<file path="src/rtl/pipeline_pkg.sv">
// Shared pipeline definitions: datapath widths, NOP encoding, fetch FSM states
// and the instruction field ranges that IF and ID both slice.
package pipeline_pkg;

    localparam int PC_WIDTH    = 32;
    localparam int INSTR_WIDTH = 32;

    localparam logic [31:0] NOP_INSTR = 32'h0000_0000;

    localparam int OPCODE_MSB = 31;
    localparam int OPCODE_LSB = 26;
    localparam int FUNCT_MSB  = 5;
    localparam int FUNCT_LSB  = 0;

    typedef enum logic [1:0] {
        S_REQ  = 2'b00,
        S_HOLD = 2'b01,
        S_DROP = 2'b10
    } fetchState_t;

endpackage

</file>
<file path="src/rtl/if_id_reg.sv">
// IF/ID pipeline register: a bubble squashes to a NOP, a load captures a new
// instruction, and otherwise the contents hold (stall).
module if_id_reg #(
    parameter int PC_WIDTH    = pipeline_pkg::PC_WIDTH,
    parameter int INSTR_WIDTH = pipeline_pkg::INSTR_WIDTH
) (
    input  logic                   clk,
    input  logic                   rst_n,
    input  logic                   load,
    input  logic                   bubble,
    input  logic [INSTR_WIDTH-1:0] nextInstr,
    input  logic [PC_WIDTH-1:0]    nextPc4,
    output logic                   valid,
    output logic [INSTR_WIDTH-1:0] instr,
    output logic [PC_WIDTH-1:0]    pc4
);
    import pipeline_pkg::*;

    // Pipeline register update; bubble wins over load
    always_ff @(posedge clk or negedge rst_n) begin
        if (!rst_n) begin
            valid <= 1'b0;
            instr <= INSTR_WIDTH'(NOP_INSTR);
            pc4   <= '0;
        end else if (bubble) begin
            valid <= 1'b0;
            instr <= INSTR_WIDTH'(NOP_INSTR);
        end else if (load) begin
            valid <= 1'b1;
            instr <= nextInstr;
            pc4   <= nextPc4;
        end else begin
            valid <= valid;
            instr <= instr;
            pc4   <= pc4;
        end
    end

endmodule

</file>
<file path="src/rtl/fetch_stage.sv">
// Instruction fetch: PC, imem req/ack FSM with stall buffering and redirect
// squashing, feeding the IF/ID register.
module fetch_stage #(
    parameter int                   PC_WIDTH    = pipeline_pkg::PC_WIDTH,
    parameter logic [PC_WIDTH-1:0]  RESET_PC    = 32'h0000_0000,
    parameter int                   INSTR_WIDTH = pipeline_pkg::INSTR_WIDTH
) (
    input  logic                   clk,
    input  logic                   rst_n,
    output logic                   imem_req,
    output logic [PC_WIDTH-1:0]    imem_addr,
    input  logic                   imem_ack,
    input  logic [INSTR_WIDTH-1:0] imem_rdata,
    input  logic                   stall,
    input  logic                   redirect_valid,
    input  logic [PC_WIDTH-1:0]    redirect_pc,
    output logic                   if_id_valid,
    output logic [INSTR_WIDTH-1:0] if_id_instr,
    output logic [PC_WIDTH-1:0]    if_id_pc4,
    output logic [5:0]             if_id_opcode,
    output logic [5:0]             if_id_funct
);
    import pipeline_pkg::*;

    fetchState_t            stateReg, nextState;
    logic [PC_WIDTH-1:0]    pcReg, pcNext, pcPlus4, addrReg, addrNext;
    logic [INSTR_WIDTH-1:0] holdReg, holdNext, loadInstr;
    logic                   reqReg, reqNext, ackSeen, ifLoad, ifBubble;

    // An ack only counts while a request is actually on the bus
    assign ackSeen = imem_ack & reqReg;
    assign pcPlus4 = pcReg + PC_WIDTH'(4);

    // FSM, PC, hold buffer and registered imem request/address
    always_ff @(posedge clk or negedge rst_n) begin
        if (!rst_n) begin
            stateReg <= S_REQ;
            pcReg    <= RESET_PC;
            addrReg  <= RESET_PC;
            holdReg  <= INSTR_WIDTH'(NOP_INSTR);
            reqReg   <= 1'b0;
        end else begin
            stateReg <= nextState;
            pcReg    <= pcNext;
            addrReg  <= addrNext;
            holdReg  <= holdNext;
            reqReg   <= reqNext;
        end
    end

    // Next-state, PC and IF/ID control; redirect overrides stall everywhere
    always_comb begin
        nextState = stateReg;
        pcNext    = pcReg;
        holdNext  = holdReg;
        loadInstr = imem_rdata;
        ifLoad    = 1'b0;
        ifBubble  = 1'b0;
        if (redirect_valid) begin
            pcNext   = {redirect_pc[PC_WIDTH-1:2], 2'b00};
            holdNext = INSTR_WIDTH'(NOP_INSTR);
            ifBubble = 1'b1;
            case (stateReg)
                S_REQ:   nextState = (ackSeen || !reqReg) ? S_REQ : S_DROP;
                S_HOLD:  nextState = S_REQ;
                S_DROP:  nextState = ackSeen ? S_REQ : S_DROP;
                default: nextState = S_REQ;
            endcase
        end else begin
            case (stateReg)
                S_REQ: begin
                    if (ackSeen && !stall) begin
                        ifLoad = 1'b1;
                        pcNext = pcPlus4;
                    end else if (ackSeen) begin
                        holdNext  = imem_rdata;
                        nextState = S_HOLD;
                    end else if (!stall) begin
                        ifBubble = 1'b1;
                    end else begin
                        nextState = S_REQ;
                    end
                end
                S_HOLD: begin
                    if (!stall) begin
                        loadInstr = holdReg;
                        ifLoad    = 1'b1;
                        pcNext    = pcPlus4;
                        nextState = S_REQ;
                    end else begin
                        nextState = S_HOLD;
                    end
                end
                S_DROP: begin
                    if (ackSeen) begin
                        nextState = S_REQ;
                    end else begin
                        nextState = S_DROP;
                    end
                end
                default: nextState = S_REQ;
            endcase
        end
        reqNext  = (nextState != S_HOLD);
        // The abandoned address stays on the bus until its ack is absorbed
        addrNext = (nextState == S_DROP) ? addrReg : pcNext;
    end

    assign imem_req  = reqReg;
    assign imem_addr = addrReg;

    if_id_reg #(
        .PC_WIDTH    (PC_WIDTH),
        .INSTR_WIDTH (INSTR_WIDTH)
    ) uIfId (
        .clk       (clk),
        .rst_n     (rst_n),
        .load      (ifLoad),
        .bubble    (ifBubble),
        .nextInstr (loadInstr),
        .nextPc4   (pcPlus4),
        .valid     (if_id_valid),
        .instr     (if_id_instr),
        .pc4       (if_id_pc4)
    );

    assign if_id_opcode = if_id_instr[OPCODE_MSB:OPCODE_LSB];
    assign if_id_funct  = if_id_instr[FUNCT_MSB:FUNCT_LSB];

endmodule

</file>
<file path="config.mk">
export PLATFORM = sky130hd
export DESIGN_NAME = fetch_stage
export DESIGN_NICKNAME = d
export VERILOG_FILES = /design/src/rtl/pipeline_pkg.sv /design/src/rtl/if_id_reg.sv /design/src/rtl/fetch_stage.sv
export SDC_FILE = /design/constraint.sdc
export NUM_CORES = 1
export LEC_CHECK = 0
export BUFFER_PORTS_ARGS = -buffer_cell sky130_fd_sc_hd__buf_2
export CORE_AREA = 2 2 134 136
export DETAILED_ROUTE_END_ITERATION = 6
export DIE_AREA = 0 0 136 138
export GPL_TIMING_DRIVEN = 0
export PLACE_DENSITY = 0.68
export SYNTH_ARGS = -nofsm -noshare
export SYNTH_HDL_FRONTEND = slang
export SYNTH_SLANG_ARGS = --single-unit
export TNS_END_PERCENT = 5
</file>
<file path="constraint.sdc">
create_clock -name clk -period 4.56 [get_ports clk]
set_input_delay 0.228 -clock clk [delete_from_list [all_inputs] [get_ports clk]]
set_output_delay 0.228 -clock clk [all_outputs]
set_load 0.03 [all_outputs]
</file>
## Yosys cells after proc, flatten, opt, wreduce, memory -nomap -nowiden

Index checks and enable logic that the tools add are counted.
W data, S select, Z words.

| operators by class | value |
|---|---|
| bitwise gates (word level) | 2 |
| reduce and logical (&&, ||, !) cells | 10 |
| eq/ne operators | 5 |
| add/sub/neg operators | 1 |
| mux-type cells | 32 |

Operators with widths:

| kind | number |
|---|---|
| $mux W32 | 12 |
| $pmux W32 S2 | 1 |
| $add A32 B3 Y32 const B | 1 |
| $mux W2 | 6 |
| $mux W1 | 10 |
| $pmux W2 S3 | 1 |
| $reduce_bool A2 Y1 | 3 |
| $eq A2 B2 Y1 const B | 2 |
| $pmux W2 S2 | 1 |
| $reduce_and A3 Y1 | 1 |
| $eq A2 B1 Y1 const B | 1 |
| $logic_not A1 Y1 | 2 |
| $logic_not A2 Y1 | 1 |
| $ne A2 B1 Y1 const B | 1 |
| $ne A2 B2 Y1 const B | 1 |
| $pmux W1 S2 | 1 |
| $reduce_and A2 Y1 | 1 |
| $and A1 B1 Y1 | 1 |
| $logic_and A1 B1 Y1 | 1 |
| $logic_or A1 B1 Y1 | 1 |
| $not A1 Y1 | 1 |

| storage, ports and cells | value |
|---|---|
| flip-flop bits (word level) | 164 |
| word-level logic and storage cells | 58 |
| output and inout bits | 110 |
| input bits | 69 |

## Logic depth before layout (Yosys ltp)

| logic depth | value |
|---|---|
| depth after elaboration | 7 |
| depth in mapped cells | 8 |
| gate-level depth less buffers | 6 |

## By module

A second synthesis with hierarchy kept.

| second synthesis, totals | value |
|---|---|
| cells, all modules | 752 |
| area, all modules | 8162.8 µm² |

Modules (own cells, without submodules):

| module | area an instance (µm²) | seq. area each (µm²) | instances | cells each |
|---|---|---|---|---|
| fetch_stage | 5514.0 | 2477.4 | 1 | 576 |
| if_id_reg | 2648.8 | 1626.6 | 1 | 176 |

## Worst setup path before layout

Ideal clock, no wire load.

| timing path | value |
|---|---|
| path type | reg2reg |
| start | register pcReg[2] |
| end | register addrReg[26], in the netlist imem_addr[26] |
| arrival time | 2.471 ns |
| required time | 4.491 ns |
| clock period less this slack | 2.540 ns |
| stages on the path, launching flop included | 9 |
| slack | 2.020 ns |
| library setup time | 0.069 ns |
| path buffers | 2 |
| path through | dfrtp_1 > ha_1 > nand4_2 > or4_1 > buf_2 > or4_1 > buf_2 > or4_1 > nand3_1 |

| between the ends | value |
|---|---|
| longest elaborated chain between the ends | 4 |
| elaborated cells between the ends (all ways) | 5 |
| those cells by class | add/sub (1); mux (4) |

Ends and longest elaborated chain:

| item | line | source |
|---|---|---|
| start: declaration | fetch_stage.sv:26 | `logic [PC_WIDTH-1:0] pcReg, pcNext, pcPlus4, addrReg, addrNext;` |
| start signal: assignment | fetch_stage.sv:44 | `pcReg <= pcNext;` |
| $add A32 B3 Y32 * | fetch_stage.sv:32 | `assign pcPlus4 = pcReg + PC_WIDTH'(4);` |
| $mux W32 (on tied branches) | fetch_stage.sv:85, fetch_stage.sv:72 |  |
| $pmux W32 S2 * | fetch_stage.sv:70 | `case (stateReg)` |
| $mux W32 * | fetch_stage.sv:59 | `if (redirect_valid) begin` |
| end signal: assignment | fetch_stage.sv:45 | `addrReg <= addrNext;` |
| end: declaration | fetch_stage.sv:26 |  |

Every way passes the cells marked *; elsewhere a longest branch is shown, timed or not.
A chain may end at the register's enable or synchronous reset.

## Worst setup path after layout

| timing path | value |
|---|---|
| start | register pcReg[4] |
| end | register uIfId.pc4[25] |

| between the ends | value |
|---|---|
| longest elaborated chain between the ends | 1 |

Ends and longest elaborated chain:

| item | line | source |
|---|---|---|
| $add A32 B3 Y32 | fetch_stage.sv:32 |  |
| end signal: assignment | if_id_reg.sv:31 | `pc4 <= nextPc4;` |
| end signal: assignment | if_id_reg.sv:35 | `pc4 <= pc4;` |
| end: declaration | if_id_reg.sv:15 | `output logic [PC_WIDTH-1:0] pc4` |

Every way passes these cells.

==> results.sh <==
export IMPL_status="completed"
export IMPL_clkTransAtPathRegs_ns=0.06
export IMPL_finalHoldViolCount=0
export IMPL_fin_crit_ns=3.09
export IMPL_antenna_found_initial=1
export IMPL_fp_coreArea_um2=17500
export IMPL_cp_start_kind="flip-flop"
export IMPL_power_density_nw_per_um2=447
export IMPL_synth_ff_type="dfrtp_1"
export IMPL_grt_usage_pct=23.9
export IMPL_cts_max_path_buffers=2
export IMPL_place_inst=1211
export IMPL_yosysWarningCount=0
export IMPL_ys_seq_area_share_pct=53.5
export IMPL_max_freq_ghz=0.324
export IMPL_synth_area_leaders="dfrtp_1, nand2_1, o21ai_0, mux2i_1, a21oi_1"
export IMPL_drtIter0Drc=451
export IMPL_path_class="reg2reg"
export IMPL_finalSetupViolCount=0
export IMPL_overflow=0
export IMPL_worst_pin_slew_ns=1.35
export IMPL_async_flop_share_pct=100
export IMPL_timing_hold_ws_ns=0.0326
export IMPL_die_area_um2=18800
export IMPL_ios=179
export IMPL_drt_total_wl_um=22100
export IMPL_grt_pass1_wl_um=34800
export IMPL_die_h_um=138
export IMPL_syn_cell_area_um2=7680
export IMPL_p_leak_nw=4.40
export IMPL_num_vias=6653
export IMPL_io_buffers=176
export IMPL_post_cts_buffers=0
export IMPL_vdd_ir_drop_max_mv=0.272
export IMPL_crit_fanout=10
export IMPL_finish_cell_count_without_fillers=1244
export IMPL_yosys_register_bits=164
export IMPL_final_nets=1072
export IMPL_synth_top_cell_area_share_pct=53.5
export IMPL_post_drt_wl_per_cell_um=17.8
export IMPL_ys_types=47
export IMPL_cp_required_ns=4.83
export IMPL_grt_start_max_net_pins=92
export IMPL_start_util_pct=43.8
export IMPL_synth_edf_count=0
export IMPL_drc_errors=0
export IMPL_area_growth_pct=24.8
export IMPL_yosysMostFrequentCell="nand2_1"
export IMPL_syn_nets=875
export IMPL_end_kind="flip-flop"
export IMPL_rsz0062_at_grt="no"
export IMPL_cts_tree="done"
export IMPL_maxCapViolCount=0
export IMPL_place_congestion=0.916
export IMPL_drtAntennaViolNets=0
export IMPL_clk_insertion_delay_late_ns=0.43
export IMPL_hpwl_um=15500
export IMPL_synthCells=805
export IMPL_clock_skew_final_ns=0.00873
export IMPL_fin_tns_setup_ns=0
export IMPL_yosys_area_top_type="dfrtp_1"
export IMPL_slew_headroom_pct=9.58
export IMPL_grt_pass1_vias=6614
export IMPL_final_util_pct=54.6
export IMPL_setup_slack_ns=1.47
export IMPL_clock_sinks=164
export IMPL_hp_class="in2reg"
export IMPL_htree_levels=4
export IMPL_cts_root_buf="clkbuf_16"
export IMPL_cts_hold_buf=1
export IMPL_dpl_worst_slack_ns=1.61
export IMPL_final_max_slew_viol_count=0
export IMPL_syn_area_per_cell_um2=9.54
export IMPL_placementRows=49
export IMPL_worstPathArrival_ns=3.36
export IMPL_via_per_inst=5.35
export IMPL_finalCritPeriodShare_pct=67.7
export IMPL_die_w_um=136
export IMPL_cts_resized_gates=0
export IMPL_dr_pass1_iters=5
export IMPL_cts_made_buffers=17
export IMPL_drive_above_1_share_pct=24.2
export IMPL_r2r_setup_slack_ns=1.47
export IMPL_synth_commonest_cells="nand2_1, dfrtp_1, o21ai_0"
[state kept, by name, summed over array words and instances, names as in the netlist]
register / flops
uIfId.pc4: 32
imem_addr: 32
imem_req: 1
stateReg: 2
uIfId.valid: 1
uIfId.instr: 32
holdReg: 32
pcReg: 32
[placed cells by master (no fill, tap or decap), types with 3 or more instances in the layout]
| master | instances |
|---|---|
| clkbuf_8 | 3 |
| and3_1 | 9 |
| bufinv_16 | 6 |
| xnor2_1 | 25 |
| a21oi_1 | 44 |
| mux2_2 | 18 |
| nand2_1 | 181 |
| nor2b_1 | 5 |
| a221o_1 | 3 |
| or4_1 | 6 |
| nand3_1 | 26 |
| xor2_1 | 16 |
| buf_4 | 13 |
| nor4_1 | 7 |
| nor2_1 | 27 |
| and2_1 | 3 |
| dfrtp_1 | 164 |
| o21ai_0 | 82 |
| inv_6 | 3 |
| mux2i_1 | 34 |
| nand4_1 | 14 |
| clkbuf_1 | 49 |
| and4_1 | 9 |
| or3_1 | 12 |
| buf_2 | 178 |
| clkbuf_16 | 17 |
| a311o_1 | 3 |
| nor3_1 | 17 |
| inv_1 | 7 |
[worst max-delay path, cell delays in order (launching register included)]
cell	delay (ns)
dfrtp_1	0.47
nand3_1	0.34
nor3_1	0.63
clkbuf_1	0.45
clkbuf_1	0.49
nand4_1	0.19
xnor2_1	0.23
o21ai_0	0.13
[path summary, 6_finish.rpt]
path	from	to	cells past startpoint
min in group asynchronous	rst_n	imem_addr[0]$_DFFE_PN0P_	2
max reg2reg	pcReg[4]$_DFF_PN0_	uIfId.pc4[25]$_DFFE_PN0P_	7
max in group asynchronous	rst_n	holdReg[29]$_DFFE_PN0P_	3
min reg2reg	uIfId.pc4[18]$_DFFE_PN0P_	uIfId.pc4[18]$_DFFE_PN0P_	2
min	redirect_pc[13]	pcReg[13]$_DFF_PN0_	3
max	pcReg[4]$_DFF_PN0_	uIfId.pc4[25]$_DFFE_PN0P_	7
[area by class of cell]
class                   instances  area [um^2]
plain buffers                  67          304
diodes                          1         2.50
inverters                       9         33.8
flip-flops and latches        164         4100
well taps                     229          287
multi-input cells             565         3230
clock inverters                11          219
repair buffers                178          928
fillers                      1665         7960
clock buffers                  20          467
[report_power, final]
part | leakage [nW] | internal (mW) | switching (mW)
Combinational | 1.96 | 0.262 | 0.603
Clock | 0.334 | 1.07 | 0.605
Sequential | 2.11 | 1.62 | 0.115
[through the flow]
stage	cell area (um^2)	power (mW)
floorplan	7680	2.30
global placement	8840	2.61
detailed placement	8880	2.63
CTS	9580	4.30
global route	9580	4.45
finish	9580	4.28
[kinds of logic (layout without fill, tap and decap cells)]
logic type      count (synthesis)  after routing  synth area share, %
buf+inv                        76            285                 4.40
compound gates                150            150                 11.0
simple gates                  321            321                 19.2
fa+ha+maj                       1              1                0.163
flops                         164            164                 53.5
xor+xnor                       41             41                 4.68
mux                            52             52                 7.07
other cells                     0              1                    0
[routing by layer]
metal  GRT usage, %  vias up  routed length (um)
li1               -     3168                   -
met1           31.8     3190                9620
met2           36.9      237               10300
met3           5.72       58                1410
met4           11.1        0                 778
met5              0        -                   0
Power figures use the tool's default switching activity.
